===== config.mk =====
export PLATFORM = sky130hd
export DESIGN_NAME = axi_lite_slave_regfile
export DESIGN_NICKNAME = d
export VERILOG_FILES = /design/src/rtl/axi_lite_slave_regfile.sv
export SDC_FILE = /design/constraint.sdc
export NUM_CORES = 1
export LEC_CHECK = 0
export BUFFER_PORTS_ARGS = -buffer_cell sky130_fd_sc_hd__buf_2
export CAP_MARGIN = 20
export CORE_MARGIN = 3
export CORE_UTILIZATION = 55
export DETAILED_ROUTE_END_ITERATION = 8
export HOLD_SLACK_MARGIN = 0.15
export PLACE_DENSITY = 0.75
export SYNTH_ARGS = -nofsm -noshare
export SYNTH_HDL_FRONTEND = slang
export SYNTH_SLANG_ARGS = --single-unit
export TNS_END_PERCENT = 5

===== constraint.sdc =====
create_clock -name clk -period 29.5 [get_ports clk]
set_input_delay 4.425 -clock clk [delete_from_list [all_inputs] [get_ports clk]]
set_output_delay 4.425 -clock clk [all_outputs]
set_load 0.005 [all_outputs]

===== src/rtl/axi_lite_slave_regfile.sv =====
// AXI4-Lite register file: register 0 is a read-only ID, registers 1..NUM_REGS-1 are
// byte-writable. Read and write channels run independently, one outstanding transaction each.
module axi_lite_slave_regfile #(
  parameter int          NUM_REGS = 8,
  parameter logic [31:0] ID_VALUE = 32'hA11E_0001
) (
  input  logic        clk,
  input  logic        rst,
  input  logic [31:0] s_awaddr,
  input  logic [2:0]  s_awprot,
  input  logic        s_awvalid,
  output logic        s_awready,
  input  logic [31:0] s_wdata,
  input  logic [3:0]  s_wstrb,
  input  logic        s_wvalid,
  output logic        s_wready,
  output logic [1:0]  s_bresp,
  output logic        s_bvalid,
  input  logic        s_bready,
  input  logic [31:0] s_araddr,
  input  logic [2:0]  s_arprot,
  input  logic        s_arvalid,
  output logic        s_arready,
  output logic [31:0] s_rdata,
  output logic [1:0]  s_rresp,
  output logic        s_rvalid,
  input  logic        s_rready
);
  localparam int         IW     = $clog2(NUM_REGS);
  localparam logic [1:0] OKAY   = 2'b00;
  localparam logic [1:0] SLVERR = 2'b10;

  typedef enum logic {W_IDLE, W_RESP} wstate_t;
  typedef enum logic {R_IDLE, R_DATA} rstate_t;
  typedef struct packed {
    logic [31:0] addr;
    logic [31:0] data;
    logic [3:0]  strb;
  } wreq_t;

  logic [31:0]   r_regs [NUM_REGS];
  wstate_t       r_wstate, w_wnext;
  rstate_t       r_rstate, w_rnext;
  logic          r_aw_got, r_w_got;
  wreq_t         r_wreq, w_wreq;
  logic [1:0]    r_bresp, r_rresp;
  logic [31:0]   r_rdata;
  logic          w_aw_hs, w_w_hs, w_ar_hs, w_commit, w_wok;
  logic [IW-1:0] w_widx, w_ridx;
  logic          w_unused;

  assign w_unused = ^{s_awprot, s_arprot, s_araddr[1:0]};

  // ---------------- state registers ----------------
  always_ff @(posedge clk or posedge rst) begin
    if (rst) begin
      r_wstate <= W_IDLE;
      r_rstate <= R_IDLE;
    end else begin
      r_wstate <= w_wnext;
      r_rstate <= w_rnext;
    end
  end

  // ---------------- next-state logic ----------------
  always_comb begin
    w_wnext = r_wstate;
    unique case (r_wstate)
      W_IDLE:  if (w_commit) w_wnext = W_RESP;
      W_RESP:  if (s_bready) w_wnext = W_IDLE;
      default: w_wnext = W_IDLE;
    endcase
  end

  always_comb begin
    w_rnext = r_rstate;
    unique case (r_rstate)
      R_IDLE:  if (w_ar_hs)  w_rnext = R_DATA;
      R_DATA:  if (s_rready) w_rnext = R_IDLE;
      default: w_rnext = R_IDLE;
    endcase
  end

  // ---------------- outputs (registered state only) ----------------
  always_comb begin
    s_awready = 1'b0;
    s_wready  = 1'b0;
    s_bvalid  = 1'b0;
    s_arready = (r_rstate == R_IDLE);
    s_rvalid  = (r_rstate == R_DATA);
    if (r_wstate == W_IDLE) begin
      s_awready = ~r_aw_got;
      s_wready  = ~r_w_got;
    end else begin
      s_bvalid  = 1'b1;
    end
  end

  assign s_bresp = r_bresp;
  assign s_rdata = r_rdata;
  assign s_rresp = r_rresp;

  // ---------------- write path ----------------
  assign w_aw_hs = s_awvalid & s_awready;
  assign w_w_hs  = s_wvalid  & s_wready;

  // Whichever half arrived earlier comes from the capture register, the other straight from the bus.
  assign w_wreq.addr = r_aw_got ? r_wreq.addr : s_awaddr;
  assign w_wreq.data = r_w_got  ? r_wreq.data : s_wdata;
  assign w_wreq.strb = r_w_got  ? r_wreq.strb : s_wstrb;

  assign w_commit = (r_wstate == W_IDLE) && (r_aw_got || w_aw_hs) && (r_w_got || w_w_hs);
  assign w_widx   = w_wreq.addr[IW+1:2];
  assign w_wok    = (w_wreq.addr[31:IW+2] == '0) && (w_widx != '0);

  always_ff @(posedge clk or posedge rst) begin
    if (rst) begin
      r_aw_got <= 1'b0;
      r_w_got  <= 1'b0;
      r_wreq   <= '0;
      r_bresp  <= OKAY;
    end else if (w_commit) begin
      r_aw_got <= 1'b0;
      r_w_got  <= 1'b0;
      r_bresp  <= w_wok ? OKAY : SLVERR;
    end else begin
      if (w_aw_hs) begin
        r_aw_got    <= 1'b1;
        r_wreq.addr <= s_awaddr;
      end
      if (w_w_hs) begin
        r_w_got     <= 1'b1;
        r_wreq.data <= s_wdata;
        r_wreq.strb <= s_wstrb;
      end
    end
  end

  always_ff @(posedge clk or posedge rst) begin
    if (rst) begin
      for (int i = 0; i < NUM_REGS; i++) r_regs[i] <= '0;
    end else if (w_commit && w_wok) begin
      for (int b = 0; b < 4; b++)
        if (w_wreq.strb[b]) r_regs[w_widx][8*b +: 8] <= w_wreq.data[8*b +: 8];
    end
  end

  // ---------------- read path ----------------
  // Read data is sampled from r_regs before any same-edge commit lands.
  assign w_ar_hs = s_arvalid & s_arready;
  assign w_ridx  = s_araddr[IW+1:2];

  always_ff @(posedge clk or posedge rst) begin
    if (rst) begin
      r_rdata <= '0;
      r_rresp <= OKAY;
    end else if (w_ar_hs) begin
      if (s_araddr[31:IW+2] != '0) begin
        r_rdata <= '0;
        r_rresp <= SLVERR;
      end else if (w_ridx == '0) begin
        r_rdata <= ID_VALUE;
        r_rresp <= OKAY;
      end else begin
        r_rdata <= r_regs[w_ridx];
        r_rresp <= OKAY;
      end
    end
  end
endmodule


==> impl_metrics.ini <==
[detailed_routing]
num_vias = 9187
wirelength_mm = 32.7
firstDrtPassIters = 4
drc = 0
avgViaCountPerCell = 5.84
routedWlPerCell_microns = 20.8
drt.antenna.violating_nets = 0
drt-initial-drc-count = 512

[clock_tree]
worstSkewPairLatency_ns = 0.51
cts_buffer_depth = 3
clk_pin_slew_ns = 0.06
cts-htree-levels = 2
cts_buffers = 38
ctsResizeCount = 0
cts_tree = done
clockRootBuffer = clkbuf_16
cts_sinks = 355
cts-hold-fix-buffers = 0
post_cts_buffers = 0

[sta]
fin_crit_sh_pct = 23.1
setup_tns_ns = 0
grt_setup_unrepaired = no
max_slew_margin_pct = 30.0
fin_skew_ns = 0.0105
hold_viol_final = 0
final.setup.worst_slack_ns = 22.69
slew_viol_final = 0
fmax_mhz = 147
worst_slew_pin_slew_ns = 1.05
holdWs_ns = 0.373
min_period_ns = 6.81
setup_violations = 0

[floorplan]
core_area_sq_um = 28100
dieArea_sq_um = 30800
row_count = 61
io_pins = 154
die_y_microns = 176
start_util_pct = 56.3
die_width_microns = 176

[global_route]
grt_max_degree = 170
first_global_vias = 9830
grt_pass1_wl_mm = 53.3
grtUsageMet3_pct = 3.74
grt_use_total_pct = 21.8
top_usage_layer = met2
gr-total-overflow = 0
antenna_found_initial = 1
met2_usage_pct = 36.8
met1_usage_pct = 30.1

[final_layout]
final_cell_mix = dfrtp_1 (354), mux2_2 (315), buf_2 (139), mux4_2 (56), nand2_1 (44)
n_antenna_cell = 0
drive_gt1_share_pct = 51.6
seq_area_sq_um = 8880
final_core_util_pct = 64.7
nets = 1281
fin_cells = 1574
multi_input_area_sq_um = 6610
mostFrequentLayoutCell = dfrtp_1
syn2layout_area_growth_pct = 14.9
design_area_sq_um = 18200
fillCellCount = 2088

[pwr]
ir_worst_vdd_mv = 0.0542
design_power_total_mw = 1.27
p_per_area_nw_per_um2 = 70.0
power.leakage_nw = 8.97

[logic_synthesis]
synth_seq_area_share_pct = 56.1
yosysUniqueCellTypes = 41
syn_area_sq_um = 15800
async_flop_share_pct = 100
netlist_instances = 1054
ys_ff_latch = 355
avgSynthCellArea_sq_um = 15.0
synth-main-ff-cell = dfrtp_1
synth_edf_count = 0
synth.yosys.warnings = 0

[worst_setup_path]
crit_start = s_awaddr[13]
crit_arrival_ns = 7.20
critPathLaunchType = primary input
critical_path.cell_chain = buf_2, or4_1, or3_1, a221oi_4, buf_4, nand4_2, mux2_2
crit_required_ns = 29.89
crit_slowest_cell = or4_1
regToRegEndpoint = r_regs[115]
endpoint_kind = flip-flop
r2r_cells = 7
r2r_slack_ns = 26.33
cp_slowest_stage_delay_ns = 0.53
r2r-start = r_w_got
cp_max_fo = 29
path_class = in2reg

[status]
outcome = completed

[place]
place_area_sq_um = 16800
port_buffers = 141
dp_slack_ns = 22.21
place.gp.congestion = 0.735
dp_cells = 1506
place_hpwl_mm = 20.4

[job]
max_cap_viol_count = 0

[min_path]
hold_class = reg2reg
hold_end = r_regs[249]
worstHoldStart = r_regs[249]
hold_depth = 0
critical path, delay by kind of cell:
family	cells	cell delay, ns
buffers and inverters	2	0.58
and+or+nand+nor	3	1.43
AOI/OAI and AO/OA	1	0.29
muxes	1	0.44
kinds of logic (layout without fill, tap and decap cells):
| logic type | after synthesis | count (layout) | share of synthesized area, % |
|---|---|---|---|
| AOI/OAI and AO/OA | 69 | 69 | 2.66 |
| DFF | 355 | 355 | 56.1 |
| other | 1 | 2 | 0.0237 |
| buffers and inverters | 87 | 228 | 2.24 |
| muxes | 414 | 414 | 33.2 |
| and+or+nand+nor | 128 | 128 | 5.73 |
synthesized netlist by cell type, drive strengths merged (4+ instances only):
cell type / n / area, sq um
a21oi: 10 / 50.1
o21ai: 40 / 200
nor2b: 4 / 25.0
mux4: 56 / 1260
nor4: 17 / 106
nor3: 4 / 20.0
a211oi: 5 / 37.5
buf: 20 / 103
nand2: 44 / 165
nand4: 31 / 448
mux2: 327 / 3680
clkbuf: 60 / 225
inv: 6 / 22.5
dfrtp: 355 / 8880
nor2: 17 / 63.8
a221oi: 4 / 41.3
mux2i: 31 / 310
state kept, by name, indices dropped and copies added (netlist names):
register and flops:
r_w_got 1, r_wreq 66, s_rdata 32, r_wstate 1, s_rvalid 1, s_bresp 1
r_regs 251, r_aw_got 1, s_rresp 1
report_power, final:
group / switching, mW / total (mW) / internal, mW
Combinational: 0.112 / 0.199 / 0.0874
Sequential: 0.0282 / 0.564 / 0.535
Clock: 0.189 / 0.510 / 0.321
area by class of cell:
type / count / area share [%]
flip-flops and latches: 355 / 48.9
clock buffers: 56 / 6.29
inverters: 7 / 0.186
multi-input cells: 613 / 36.4
clock inverters: 12 / 1.18
repair buffers: 153 / 4.47
well taps: 378 / 2.60
worst max path at each step:
| stage | endpoint |
|---|---|
| finish | r_regs[115] |
| global route | r_regs[206] |
| CTS | r_regs[215] |
| detailed placement | r_regs[215] |
| global placement | r_regs[144] |
| floorplan | r_aw_got |
layer usage:
metal | wire [microns] | share of wire, %
met1 | 14400 | 44
met2 | 16200 | 50
met3 | 1500 | 4.6
met4 | 580 | 1.8
met5 | 7 | 0.021
Power figures use the tool's default switching activity.
